### config.mk
export PLATFORM = sky130hd
export DESIGN_NAME = pipe_stage_reg
export DESIGN_NICKNAME = d
export VERILOG_FILES = /design/src/rtl/pipe_pkg.sv /design/src/rtl/pipe_skid_entry.sv /design/src/rtl/pipe_stage_reg.sv
export SDC_FILE = /design/constraint.sdc
export NUM_CORES = 1
export LEC_CHECK = 0
export ABC_AREA = 0
export CAP_MARGIN = 20
export CELL_PAD_IN_SITES_DETAIL_PLACEMENT = 0
export CELL_PAD_IN_SITES_GLOBAL_PLACEMENT = 2
export CORE_ASPECT_RATIO = 1.75
export CORE_MARGIN = 3
export CORE_UTILIZATION = 25
export DETAILED_ROUTE_END_ITERATION = 10
export PLACE_DENSITY_LB_ADDON = 0.1
export SYNTH_ARGS = -nofsm -noshare
export SYNTH_HDL_FRONTEND = slang
export SYNTH_SLANG_ARGS = --single-unit
### constraint.sdc
create_clock -name clk -period 1.4 [get_ports clk]
set_input_delay 0.28 -clock clk [delete_from_list [all_inputs] [get_ports clk]]
set_output_delay 0.28 -clock clk [all_outputs]
set_load 0.005 [all_outputs]
### src/rtl/pipe_pkg.sv
// pipe_pkg: shared stage state encoding and default payload widths for pipe_stage_reg
package pipe_pkg;
  localparam int DATA_W_DEF = 32;
  localparam int CTRL_W_DEF = 8;
  typedef enum logic [1:0] {EMPTY = 2'd0, MAIN = 2'd1, FULL = 2'd2} state_e;
endpackage

### src/rtl/pipe_skid_entry.sv
// pipe_skid_entry: clearable payload register holding the overflow beat (built only with PIPE_STAGE_SKID_EN)
`ifdef PIPE_STAGE_SKID_EN
module pipe_skid_entry #(
  parameter int W = 40
) (
  input  logic         clk,
  input  logic         rst,
  input  logic         load,
  input  logic         clear,
  input  logic [W-1:0] d,
  output logic [W-1:0] q
);
  logic [W-1:0] q_q, q_d;
  // clear wins over load so a flush never leaves a stale overflow beat behind
  always_comb q_d = clear ? '0 : load ? d : q_q;
  // payload register
  always_ff @(posedge clk) q_q <= rst ? '0 : q_d;
  assign q = q_q;
endmodule
`endif

### src/rtl/pipe_stage_reg.sv
// pipe_stage_reg: valid/ready pipeline register, two-entry skid with registered in_ready when PIPE_STAGE_SKID_EN, else one entry
module pipe_stage_reg
  import pipe_pkg::*;
#(
  parameter int DATA_W = DATA_W_DEF,
  parameter int CTRL_W = CTRL_W_DEF
) (
  input  logic              clk,
  input  logic              rst,
  input  logic              flush,
  input  logic              in_valid,
  output logic              in_ready,
  input  logic [CTRL_W-1:0] in_ctrl,
  input  logic [DATA_W-1:0] in_data,
  output logic              out_valid,
  input  logic              out_ready,
  output logic [CTRL_W-1:0] out_ctrl,
  output logic [DATA_W-1:0] out_data,
  output logic [1:0]        occ
);
  localparam int W = CTRL_W + DATA_W;
  state_e       state_q, state_d;
  logic [W-1:0] main_q, main_d;
  logic [W-1:0] in_beat;
  logic         accept, drain;
  assign in_beat   = {in_ctrl, in_data};
  assign out_valid = state_q != EMPTY;
  assign drain     = out_valid && out_ready;
  assign accept    = in_valid && in_ready;
  assign occ       = state_q;
  assign out_ctrl  = out_valid ? main_q[W-1:DATA_W] : '0;
  assign out_data  = main_q[DATA_W-1:0];
`ifdef PIPE_STAGE_SKID_EN
  logic         in_ready_q, in_ready_d, skid_load, skid_clear;
  logic [W-1:0] skid_q;
  pipe_skid_entry #(.W(W)) u_skid (
    .clk   (clk),
    .rst   (rst),
    .load  (skid_load),
    .clear (skid_clear),
    .d     (in_beat),
    .q     (skid_q)
  );
  assign in_ready = in_ready_q;
  // occupancy FSM: overflow goes to the skid entry, which refills main on the next drain
  always_comb begin
    state_d    = state_q;
    main_d     = main_q;
    skid_load  = 1'b0;
    skid_clear = 1'b0;
    if (flush) begin
      state_d    = EMPTY;
      skid_clear = 1'b1;
    end else begin
      case (state_q)
        EMPTY: if (accept) begin
          state_d = MAIN;
          main_d  = in_beat;
        end
        MAIN: if (accept && drain) main_d = in_beat;
          else if (drain) state_d = EMPTY;
          else if (accept) begin
            state_d   = FULL;
            skid_load = 1'b1;
          end
        FULL: if (drain) begin
          state_d    = MAIN;
          main_d     = skid_q;
          skid_clear = 1'b1;
        end
        default: state_d = EMPTY;
      endcase
    end
    in_ready_d = state_d != FULL;
  end
  // state, main payload and registered ready
  always_ff @(posedge clk) begin
    if (rst) begin
      state_q    <= EMPTY;
      main_q     <= '0;
      in_ready_q <= 1'b1;
    end else begin
      state_q    <= state_d;
      main_q     <= main_d;
      in_ready_q <= in_ready_d;
    end
  end
`else
  assign in_ready = !out_valid || out_ready;
  // single entry: refill on accept, empty on drain alone, flush discards everything
  always_comb begin
    state_d = flush ? EMPTY : accept ? MAIN : drain ? EMPTY : state_q;
    main_d  = (!flush && accept) ? in_beat : main_q;
  end
  // state and payload registers
  always_ff @(posedge clk) begin
    if (rst) begin
      state_q <= EMPTY;
      main_q  <= '0;
    end else begin
      state_q <= state_d;
      main_q  <= main_d;
    end
  end
`endif
endmodule

==> results.py <==
metrics = {
    "status": {
        "status": "finished clean",
    },
    "yosys": {
        "synth_warnings": 0,
        "netlist_instances": 222,
        "synth.distinct_cells": 13,
        "ys_ff_latch": 41,
        "avgSynthCellArea_um2": 9.818,
        "synth_compound_area_share_pct": 0,
        "seq_area_frac_synth_pct": 37.66,
        "synthSimpleGateAreaFrac_pct": 27.61,
        "synth_top_family_by_area": "simple AND/OR/NAND/NOR gates",
        "syn-cell-area_mm2": 0.002180,
        "synthAdderAreaFrac_pct": 0,
        "muxShareOfSynthArea_pct": 18.37,
        "synth_fp_nets": 267,
        "synth_xor_area_share_pct": 0,
    },
    "finish": {
        "n_fill_cell": 903,
        "area_growth_pct": 43.40,
        "antenna_cells": 0,
        "finalInstanceArea_mm2": 0.003126,
        "final_nets": 328,
        "layout.cells.non_filler": 398,
        "drive_gt1_share_pct": 16.96,
    },
    "drt": {
        "via_per_inst": 3.832,
        "via_count": 1525,
        "drc_errors": 0,
        "wl_um": 5098,
        "drt-initial-drc-count": 32,
        "wl_per_cell_um": 12.81,
        "dr.pass1.iters": 4,
        "final_antenna_net_count": 0,
    },
    "placement": {
        "dp_hpwl_um": 3253,
        "place.port_buffers": 87,
        "gp_congestion": 0.6220,
        "place_area_mm2": 0.002930,
        "place_inst": 384,
    },
    "floorplanning": {
        "core_area_mm2": 0.008368,
        "die_width_um": 76.58,
        "dieHeight_um": 129.5,
        "die-area_mm2": 0.009919,
        "num_io_pins": 89,
        "initial_core_util_pct": 26.05,
        "rows": 44,
    },
    "critical_path": {
        "path_max_fanout": 4,
        "crit_required_ps": 1120,
        "max_stage_delay_ps": 320,
        "cpMaxStageDelayCell": "dfxtp_2",
        "cp-end-kind": "output pin",
        "crit_path_start_kind": "register",
        "worstPathCellList": "buf_4 > buf_6 > and2_2 > buf_2",
        "cp.arrival_ps": 1110,
        "critPathKind": "reg -> out",
    },
    "global_routing": {
        "use_met2_pct": 17.78,
        "grtUsageTotal_pct": 10.16,
        "grt.overflow.total": 0,
        "antenna_found_initial": 0,
        "use_met3_pct": 3.338,
        "grt_pass1_wl_um": 7776,
        "use_met1_pct": 10.83,
        "grt_start_max_net_pins": 82,
        "grt_pass1_vias": 1535,
        "top_usage_layer": "met2",
    },
    "timing": {
        "period_share_pct": 99.30,
        "setup_viol": 0,
        "slew_violations": 0,
        "finClkSkew_ps": 5.766,
        "rsz0062_at_grt": "true",
        "hold_viol_final": 0,
        "period_needed_ps": 1390,
        "fmax_ghz": 0.7193,
    },
    "clock_tree": {
        "clock_latency_ps": 280,
        "cts_tree": "yes",
        "clkSlewWorstSetupHoldPaths_ps": 60,
        "clock-root-buffer": "clkbuf_16",
        "cts_hold_buf": 0,
        "cts_buffers": 5,
        "cts.sinks": 41,
        "h-tree-depth": 2,
        "clock_path_buffers": 2,
    },
    "power_and_ir_drop": {
        "leakagePower_nw": 1.352,
        "irDropWorstVdd_uv": 492.5,
        "p_per_area_mw_per_mm2": 914.6,
        "p_total_mw": 2.859,
    },
    "hold_path": {
        "holdCritPathClass": "reg -> reg",
    },
    "run": {
        "drv_cap": 0,
    },
}
report_power, final:
group	switching (mW)	internal, mW
Sequential	0.0283	1.23
Clock	0.435	0.700
Combinational	0.159	0.307
Total	0.623	2.24
cell type report:
class / instances / area [um2] / share of cell area (%)
inverters: 1 / 3.754 / 0.1201
multi-input cells: 133 / 1013 / 32.43
well taps: 115 / 143.9 / 4.604
clock buffers: 7 / 142.6 / 4.564
repair buffers: 101 / 994.7 / 31.83
flip-flops and latches: 41 / 827.0 / 26.46
final timing paths:
path,slack (ps),from,cells after the start,endpoint
worst max-delay path,10,occ[0],4,out_ctrl[3]
worst min-delay path,470,main_q[11],2,main_q[11]
worst min register to register,470,main_q[11],2,main_q[11]
worst max register to register,20,occ[0],6,main_q[24]
synth_stat cells:
library cell	count	share of area, %
and2_2	8	2.8
buf_4	34	12
buf_8	4	2.8
clkbuf_1	9	1.5
conb_1	1	0.17
dfxtp_1	41	38
inv_1	1	0.17
mux2i_1	40	18
nand2b_1	80	23
nor2_1	1	0.17
nor2b_4	1	0.63
nor3_1	1	0.23
nor3b_4	1	0.86
registers in the layout (all words and copies together) (netlist names):
name    count
main_q     40
occ         1
critical path: cells and delay by family, from the launching register on:
family | cells | cell delay (ps)
buf+inv | 3 | 360
flops | 1 | 320
simple gates | 1 | 150
through the flow:
step / hold slack (ps) / worst slack (ps) / setup TNS (ps) / utilization, %
2_1_floorplan: 359.3 / 127.0 / 0 / -
3_3_place_gp: 457.4 / -262.1 / -9281 / 35.02
3_5_place_dp: 457.6 / -286.2 / -10140 / 35.02
4_1_cts: 471.6 / -17.83 / -73.31 / 36.20
5_1_grt: 486.4 / -52.07 / -1364 / 37.35
6_report: 466.3 / 9.748 / 0 / 37.35
kinds of logic (layout without fill, tap and decap cells):
group,after synthesis,in the layout
buffers and inverters,48,109
DFF,41,41
muxes,40,40
other,1,1
and+or+nand+nor,92,92
layout by cell type, fill, tap and decap left out:
master,count
mux2i_1,39
buf_6,5
nor2_1,1
clkbuf_16,8
nor3_1,1
buf_4,6
and2_4,3
clkbuf_8,1
nor2b_4,1
buf_12,3
dlymetal6s2s_1,1
nor3b_4,1
clkdlybuf4s50_1,42
buf_2,9
nand2b_1,80
conb_1,1
and2_2,5
dfxtp_2,5
inv_1,1
dlygate4sd2_1,32
clkbuf_1,1
dfxtp_1,36
mux2i_2,1
metal layers:
layer	up-vias	share of wire [%]
li1	783	-
met1	689	39
met2	46	53
met3	7	6.4
met4	0	2.1
met5	-	0
what timing repair did:
| action | CTS | global route |
|---|---|---|
| endpoints found under the hold margin | 0 | 0 |
| setup endpoints to repair | 42 | 38 |
| cloned | 1 | 3 |
| pin swaps | 0 | 1 |
| setup buffers | 2 | 2 |
| gates resized for setup | 88 | 5 |
(Power assumes the default switching activity.)
